File: src/rtl/decode_pkg.sv
// Shared types for the RV32I/RV64I decode stage: format classes, opcodes, decoded record.
package decode_pkg;

    typedef enum logic [2:0] {
        T_NONE = 3'd0,
        T_U    = 3'd1,
        T_J    = 3'd2,
        T_B    = 3'd3,
        T_I    = 3'd4,
        T_S    = 3'd5,
        T_R    = 3'd6
    } instr_type_e;

    localparam logic [6:0] OP_LUI    = 7'b0110111;
    localparam logic [6:0] OP_AUIPC  = 7'b0010111;
    localparam logic [6:0] OP_JAL    = 7'b1101111;
    localparam logic [6:0] OP_BRANCH = 7'b1100011;
    localparam logic [6:0] OP_JALR   = 7'b1100111;
    localparam logic [6:0] OP_LOAD   = 7'b0000011;
    localparam logic [6:0] OP_IMM    = 7'b0010011;
    localparam logic [6:0] OP_FENCE  = 7'b0001111;
    localparam logic [6:0] OP_SYSTEM = 7'b1110011;
    localparam logic [6:0] OP_STORE  = 7'b0100011;
    localparam logic [6:0] OP_REG    = 7'b0110011;

    // Immediate is held outside this record because its width follows XLEN.
    typedef struct packed {
        logic [6:0]  op;
        logic [2:0]  funct3;
        logic [6:0]  funct7;
        logic [4:0]  rd;
        logic [4:0]  rs1;
        logic [4:0]  rs2;
        instr_type_e itype;
        logic        rd_we;
        logic        rs1_used;
        logic        rs2_used;
        logic        illegal;
    } decoded_t;

    function automatic instr_type_e classify(input logic [6:0] op);
        instr_type_e t;
        case (op)
            OP_LUI, OP_AUIPC:                               t = T_U;
            OP_JAL:                                         t = T_J;
            OP_BRANCH:                                      t = T_B;
            OP_JALR, OP_LOAD, OP_IMM, OP_FENCE, OP_SYSTEM:  t = T_I;
            OP_STORE:                                       t = T_S;
            OP_REG:                                         t = T_R;
            default:                                        t = T_NONE;
        endcase
        return t;
    endfunction

endpackage

File: src/rtl/decode_comb.sv
// Combinational instruction -> decoded record + XLEN-wide sign-extended immediate.
// Optional illegal-encoding detection when DECODE_ILLEGAL_CHECK_EN is defined.
module decode_comb
    import decode_pkg::*;
#(
    parameter int XLEN = 32
) (
    input  logic [31:0]     instr,
    output decoded_t        dec,
    output logic [XLEN-1:0] imm
);

    instr_type_e t;
    logic [31:0] imm32;

    always_comb begin
        t     = classify(instr[6:0]);
        dec   = '0;
        imm32 = '0;
        dec.itype = t;
        if (t != T_NONE) begin
            dec.op = instr[6:0];
        end
        case (t)
            T_U: begin
                dec.rd = instr[11:7];
                imm32  = {instr[31:12], 12'h000};
            end
            T_J: begin
                dec.rd = instr[11:7];
                imm32  = {{11{instr[31]}}, instr[31], instr[19:12], instr[20], instr[30:21], 1'b0};
            end
            T_B: begin
                dec.funct3   = instr[14:12];
                dec.rs1      = instr[19:15];
                dec.rs2      = instr[24:20];
                dec.rs1_used = 1'b1;
                dec.rs2_used = 1'b1;
                imm32 = {{19{instr[31]}}, instr[31], instr[7], instr[30:25], instr[11:8], 1'b0};
            end
            T_I: begin
                dec.rd       = instr[11:7];
                dec.funct3   = instr[14:12];
                dec.rs1      = instr[19:15];
                dec.rs1_used = 1'b1;
                imm32 = {{20{instr[31]}}, instr[31:20]};
            end
            T_S: begin
                dec.funct3   = instr[14:12];
                dec.rs1      = instr[19:15];
                dec.rs2      = instr[24:20];
                dec.rs1_used = 1'b1;
                dec.rs2_used = 1'b1;
                imm32 = {{20{instr[31]}}, instr[31:25], instr[11:7]};
            end
            T_R: begin
                dec.rd       = instr[11:7];
                dec.funct3   = instr[14:12];
                dec.rs1      = instr[19:15];
                dec.rs2      = instr[24:20];
                dec.funct7   = instr[31:25];
                dec.rs1_used = 1'b1;
                dec.rs2_used = 1'b1;
            end
            default: ;
        endcase
        dec.rd_we = (t == T_U || t == T_J || t == T_I || t == T_R) && (dec.rd != 5'd0);
`ifdef DECODE_ILLEGAL_CHECK_EN
        // RV64 shift amounts are 6 bits wide, so only instr[31:26] must be clear.
        dec.illegal = (instr[1:0] != 2'b11)
                   || (t == T_NONE)
                   || (t == T_R && !(instr[31:25] inside {7'b0000000, 7'b0100000, 7'b0000001}))
                   || (instr[6:0] == OP_IMM && instr[14:12] == 3'b001 &&
                       ((XLEN == 64) ? (instr[31:26] != 6'd0) : (instr[31:25] != 7'd0)));
`endif
        imm = XLEN'($signed(imm32));
    end

endmodule

File: src/rtl/decode_stage.sv
// Registered decode stage: main + skid entry, 1-cycle latency, full rate under back-pressure.
// in_ready is registered (skid empty); flush/reset clear both entries. Macro: DECODE_ILLEGAL_CHECK_EN.
module decode_stage
    import decode_pkg::*;
#(
    parameter int XLEN = 32,
    parameter int PC_W = 32
) (
    input  logic            clk,
    input  logic            reset,
    input  logic            flush,
    input  logic            in_valid,
    output logic            in_ready,
    input  logic [31:0]     in_instr,
    input  logic [PC_W-1:0] in_pc,
    output logic            out_valid,
    input  logic            out_ready,
    output logic [PC_W-1:0] out_pc,
    output logic [6:0]      out_op,
    output logic [2:0]      out_funct3,
    output logic [6:0]      out_funct7,
    output logic [4:0]      out_rd,
    output logic [4:0]      out_rs1,
    output logic [4:0]      out_rs2,
    output logic [XLEN-1:0] out_imm,
    output logic [2:0]      out_type,
    output logic            out_rd_we,
    output logic            out_rs1_used,
    output logic            out_rs2_used,
    output logic            out_illegal
);

    decoded_t        dec_in;
    logic [XLEN-1:0] imm_in;

    decoded_t        main_dat, skid_dat;
    logic [XLEN-1:0] main_imm, skid_imm;
    logic [PC_W-1:0] main_pc, skid_pc;
    logic            main_vld, skid_vld;

    logic accept, advance, skid_nxt;

    decode_comb #(.XLEN(XLEN)) u_decode (
        .instr (in_instr),
        .dec   (dec_in),
        .imm   (imm_in)
    );

    assign accept  = in_valid && in_ready;
    assign advance = !main_vld || out_ready;
    // Skid only fills while main is stalled; it cannot accept when already full.
    assign skid_nxt = !advance && (skid_vld || accept);

    always_ff @(posedge clk) begin
        if (reset || flush) begin
            main_vld <= 1'b0;
            skid_vld <= 1'b0;
            in_ready <= 1'b1;
            main_dat <= '0;
            main_imm <= '0;
            main_pc  <= '0;
        end else begin
            in_ready <= !skid_nxt;
            skid_vld <= skid_nxt;
            if (advance) begin
                main_vld <= skid_vld || accept;
                if (skid_vld) begin
                    main_dat <= skid_dat;
                    main_imm <= skid_imm;
                    main_pc  <= skid_pc;
                end else if (accept) begin
                    main_dat <= dec_in;
                    main_imm <= imm_in;
                    main_pc  <= in_pc;
                end
            end else if (accept) begin
                skid_dat <= dec_in;
                skid_imm <= imm_in;
                skid_pc  <= in_pc;
            end
        end
    end

    assign out_valid    = main_vld;
    assign out_pc       = main_pc;
    assign out_op       = main_dat.op;
    assign out_funct3   = main_dat.funct3;
    assign out_funct7   = main_dat.funct7;
    assign out_rd       = main_dat.rd;
    assign out_rs1      = main_dat.rs1;
    assign out_rs2      = main_dat.rs2;
    assign out_imm      = main_imm;
    assign out_type     = main_dat.itype;
    assign out_rd_we    = main_dat.rd_we;
    assign out_rs1_used = main_dat.rs1_used;
    assign out_rs2_used = main_dat.rs2_used;
    assign out_illegal  = main_dat.illegal;

endmodule

File: config.mk
export PLATFORM = sky130hd
export DESIGN_NAME = decode_stage
export DESIGN_NICKNAME = d
export VERILOG_FILES = /design/src/rtl/decode_pkg.sv /design/src/rtl/decode_comb.sv /design/src/rtl/decode_stage.sv
export SDC_FILE = /design/constraint.sdc
export NUM_CORES = 1
export LEC_CHECK = 0
export BUFFER_PORTS_ARGS = -buffer_cell sky130_fd_sc_hd__buf_2
export CAP_MARGIN = 5
export CORE_ASPECT_RATIO = 0.5
export CORE_MARGIN = 3
export CORE_UTILIZATION = 45
export DETAILED_ROUTE_END_ITERATION = 8
export PLACE_DENSITY = 0.68
export SETUP_SLACK_MARGIN = 0.5
export SYNTH_ARGS = -nofsm -noshare
export SYNTH_HDL_FRONTEND = slang
export SYNTH_SLANG_ARGS = --single-unit
File: constraint.sdc
create_clock -name clk -period 15.8 [get_ports clk]
set_input_delay 0 -clock clk [delete_from_list [all_inputs] [get_ports clk]]
set_output_delay 0 -clock clk [all_outputs]
set_load 0.05 [all_outputs]
[After elaboration in Yosys (flattened, before gate mapping)]
Index checks and enable logic that the tools add are counted.
Word-level totals
  input bits: 69
  output and inout port bits: 105
  register bits after elaboration: 208
Operators by class
  muxes and demuxes: 16
  equality and inequality tests: 17
  bitwise gates (word level): 2
  reduce and logical (&&, ||, !) cells: 22
Operator list (count)
  case mux 32 bit (5 select lines): 1
  2-to-1 mux 32 bit: 4
  2-to-1 mux 39 bit: 2
  == test 7 bit (second input constant): 4
  == test 7 x 6 -> 1 bit (second input constant): 3
  case mux 3 bit (6 select lines): 1
  2-to-1 mux 5 bit: 3
  == test 7 x 5 -> 1 bit (second input constant): 2
  2-to-1 mux 7 bit: 2
  == test 3 bit (second input constant): 3
  OR reduction 4 bit: 2
  == test 7 x 2 -> 1 bit (second input constant): 1
  == test 7 x 4 -> 1 bit (second input constant): 1
  == test 3 x 2 -> 1 bit (second input constant): 2
  logical OR 1 bit: 6
  nonzero test 5 bit: 1
  OR reduction 5 bit: 1
  == test 3 x 1 -> 1 bit (second input constant): 1
  logical AND 1 bit: 3
  logical NOT 1 bit: 3
  2-to-1 mux 3 bit: 1
  AND reduction 3 bit: 1
  nonzero test 3 bit: 1
  OR reduction 3 bit: 1
  other kinds (5): 7

[Longest topological paths before layout]
  word-level depth: 10
  gate-level depth with buffers: 8

[Modules after synthesis]
From an unflattened synthesis, not the netlist that was laid out.
Unflattened totals
  cell total of the unflattened synthesis: 744
  area total of the unflattened synthesis: 9197.6 um^2
By module, submodules not included
  decode_stage: area an instance 8255.4 um^2, times used 1, cells an instance 587
  decode_comb: area an instance 942.2 um^2, times used 1, cells an instance 157

[Least setup slack after synthesis]
No wires, ideal clock.
  path kind: register to register
  start point: register in_ready
  end point: register skid_dat[10] (netlist bit), enable pin
  buffers on the path: 0
  stages on the path, launching flop included: 3
  clock period less this slack: 8.410 ns
  arrival time: 7.722 ns
  required time: 15.113 ns
  setup slack: 7.390 ns
  cells stage by stage: dfxtp_1 > nand2_1 > nor3_1
Between the ends
  word-level cells in the longest chain between the ends: 2
Ends and longest elaborated chain
  start: declaration: line decode_stage.sv:13  | output logic in_ready,
  start signal: assignment: line decode_stage.sv:63  | in_ready <= !skid_nxt;
  logical AND 1 bit: line decode_stage.sv:49  | assign accept = in_valid && in_ready;
  AND reduction 3 bit (no line)
  end signal: assignment: line decode_stage.sv:77  | skid_dat <= dec_in;
  end: declaration: line decode_stage.sv:36  | decoded_t main_dat, skid_dat;
Every way passes these cells.
A chain may end at the register's enable or synchronous reset.

[Worst setup path after layout]
  start point: register skid_vld
  end point: register main_dat, in the netlist out_funct7[3]
Between the ends
  word-level cells in the longest chain between the ends: 2
  elaborated cells between the ends (all ways): 3
Ends and longest elaborated chain
  start: declaration: line decode_stage.sv:39  | logic main_vld, skid_vld;
  start signal: assignment: line decode_stage.sv:64  | skid_vld <= skid_nxt;
  nonzero test 2 bit (no line)
  AND reduction 2 bit (no line)
  end signal: assignment: line decode_stage.sv:68  | main_dat <= skid_dat;
  end signal: assignment: line decode_stage.sv:72  | main_dat <= dec_in;
  end: declaration: line decode_stage.sv:36
Parallel ways exist; a longest one is shown, timed or not.

==> results.md <==
- Status: complete, no violations
- GRT overflow: 0
- Power share of the clock group: 40.2%
- Root buffer cell: clkbuf_16
- Nets: 1045
- Synth unique cells: 53
- Slowest-stage cell, CP: dfxtp_4
- Final ANT Viol Nets: 0
- Asr flop ratio synth: 0%
- Die area: 20600 um^2
- Path type of the worst setup path: flop to flop
- Site Rows: 34
- Vias in the first global route: 6421
- Synthesized-area fraction occupied by adder cells: less than 1%
- Mux contribution to synthesized area: between 4 and 5%
- Crit-path cells: buf_4, nor2_1, and3_1, a221oi_1, nor2_1
- Simple-gate share of the synthesized area: roughly 12%
- # resized after CTS: 0
- Hold Startpoint: in_instr[6]
- Pwr Total: 1.18 mW
- Maxcap violations: 0
- FMAX: around 420 MHz
- CP Data Arrival Time: 2730 ps
- Core area: between 15000 and 20000 um^2
- Routability Congestion: between 0.8 and 0.9
- Post-layout util: 60.1%
- Seq pwr share: between 40% and 50%
- Synth Flop Type: dfxtp_1
- Max rail drop VDD: slightly above 0.06 mV
- Commonest non-fill, non-tap cell in the layout: buf_2
- Clk_skew: roughly 8.0 ps
- Vias/cell: 5.71
- Fin crit share: 14.9%
- HP Class: input pin to flop
- Endpoints failing hold: 0
- Worst r2r path cells: 5
- Synth Warn #: 0
- Via Count: 6979
- Largest net degree at the start of global routing: between 70 and 80
- Detailed-route DRC error count: 0
- Clk sinks: 207
- Per-cell routed wire length: approximately 19 um
- Initial antenna violation count: 0
- Area grow syn2layout: 27.0%
- Chip width: 200 um
- Starting Density: between 40% and 50%
- Global-route wire length before repair: between 30 and 40 mm
- Fin Setup TNS: 0 ps
- Clk slew on worst S/H paths: approximately 70 ps
- Net Sw Power: approximately 0.3 mW
- Cells after DPL: between 1000 and 1500
- DP HPWL: ~15 mm
- Post-Layout Cell Count: 1223
- Largest family of logic cells by synthesized area: compound AO/OA/AOI/OAI gates
- Max clock buf depth: 3
- Post-Synth XOR/XNOR Area: 0%
- CTS HTree Levels: 1
- TritonCTS clock tree: done
- Wirelength, routed: 23.0 mm
- Number of enable flip-flop cells after synthesis: 102
- Critical Path Source Type: flop
- Slew margin rel.: a little over a quarter
- CP Data Required Time: between 15000 and 20000 ps
- Worst-margin pin slew: 1090 ps
- Switching share of power: between 20% and 30%
- CTS Hold Bufs: 62
- RSZ-0062 raised after global routing: no
- Number of port buffers: 172
- Post-layout minimum cycle time: ~2400 ps
- Slew Viols, Final: 0
- Combinational group share of total power: roughly 11%
- Flops & latches, synth: just over 200
- Pleak: approximately 4.4 nW
- Mapped Nets: between 800 and 900
- Power Density: approximately 110 nW/um^2
- Final setup viols: 0
- Synth Area in Compound Gates: 18.7%
- Flop2flop setup slack: about 13000 ps
- CP endpoint kind: flop
- DRT iter0 DRCs: approximately 450
- WHS Path Cells: 2
- Hold Slack: ~37 ps
- Cell mode on critical path: nor2_1
- Layout cell share with drive strength beyond 1: 23.5%
- Crit-path max FO: between 40 and 50
- Hold EP: skid_dat[36]
- Internal power: between 0.8 and 0.9 mW
- Worst-Skew Late Latency: 490 ps
- All-Layer GR Usage: between 20% and 30%
- Setup Fix Bufs, Post-CTS: 0
- Syn Area/Cell: about 11 um^2
- Cell count after synthesis: ~770
- Total CTS buffers: 20
- 1st-pass router iterations: 5
- Die H: roughly 100 um
- R2r endpoint: out_funct7[3]
- Io pins: around 170
- Max incr delay on CP: ~740 ps
- Commonest non-fill, non-tap cells in the layout: buf_2 (172), dfxtp_1 (104), edfxtp_1 (102), nor2_1 (75), dlygate4sd3_1 (62)
- Seq/Total Area, Yosys: 61.1%
- Cell area after synthesis: around 8500 um^2
- Number of diodes: 0
- R2r startpoint: skid_vld
[cells by family (layout without fill, tap and decap cells)]
group,count (synthesis),after routing
mux,37,37
simple gates,222,222
other cells,1,1
compound gates,232,232
fa+ha+maj,1,1
buf+inv,69,289
flops,207,207
[power groups by stage]
stage / clock, mW / sequential [mW] / combinational (mW)
3_5_place_dp: 0 / 0.587 / 0.118
2_1_floorplan: 0 / 0.620 / 0.0474
3_3_place_gp: 0 / 0.587 / 0.117
4_1_cts: 0.482 / 0.575 / 0.130
6_report: 0.475 / 0.575 / 0.130
5_1_grt: 0.504 / 0.576 / 0.141
[cell usage after synthesis, types with 5 or more instances]
master	number	area (um^2)
nand3_1	5	25.0
a221oi_1	28	245
a21oi_1	45	225
and3_1	20	125
a211oi_1	41	308
a221oi_2	10	150
o21ai_0	61	305
dfxtp_1	105	2100
nor2b_1	7	43.8
a22oi_1	12	90.1
and2_1	23	144
inv_1	9	33.8
mux2i_1	37	370
nor3_1	10	50.1
clkbuf_1	55	206
nand2_1	58	218
nor2_1	77	289
edfxtp_1	102	3060
o22ai_1	9	56.3
[cell type report]
cell class / count / area [um^2]
clock buffer: 32 / 598
clock inverter: 3 / 42.5
fill: 1454 / 7140
inverter: 9 / 33.8
multi-input combinational: 493 / 3030
sequential: 207 / 5170
tap: 234 / 293
timing repair buffer: 245 / 1560
[worst max-delay path: cells and delay by family (launching register included)]
| kind | cells | cell delay (ps) |
|---|---|---|
| DFF | 1 | 740 |
| and+or+nand+nor | 3 | 600 |
| buffers and inverters | 1 | 580 |
| AOI/OAI and AO/OA | 1 | 300 |
[through the flow]
stage                     setup slack, ps  cell area (um^2)
after floorplan                      7390              8450
after global placement              13470              9470
after detailed placement            13370              9470
after CTS                           13420             10700
after global routing                13260             10700
final                               13440             10700
[worst max path at each step]
| stage | from | endpoint | slack, ps | depth (start not counted) |
|---|---|---|---|---|
| global route | skid_vld | out_funct7[4] | 13260 | 5 |
| floorplan | in_ready | skid_dat[10] | 7390 | 2 |
| detailed placement | in_instr[4] | out_imm[20] | 13370 | 6 |
| finish | skid_vld | out_funct7[3] | 13440 | 5 |
| global placement | in_instr[4] | out_imm[20] | 13470 | 6 |
| CTS | skid_vld | out_funct7[1] | 13420 | 5 |
[registers in the layout (all words and copies together) (netlist names), 3 cells and up]
name,flops
skid_dat,38
out_imm,32
out_pc,32
skid_imm,32
skid_pc,32
out_funct7,7
out_op,7
out_rd,5
out_rs1,5
out_rs2,5
out_funct3,3
out_type,3
[layer usage]
metal | GRT usage (%) | vias up | wire (um)
li1 | - | 3289 | -
met1 | 31.2 | 3345 | 10300
met2 | 34.3 | 302 | 10500
met3 | 3.82 | 43 | 1700
met4 | 5.68 | 0 | 529
met5 | 0 | - | 0
Note: power is estimated with default switching activity, not from simulation.
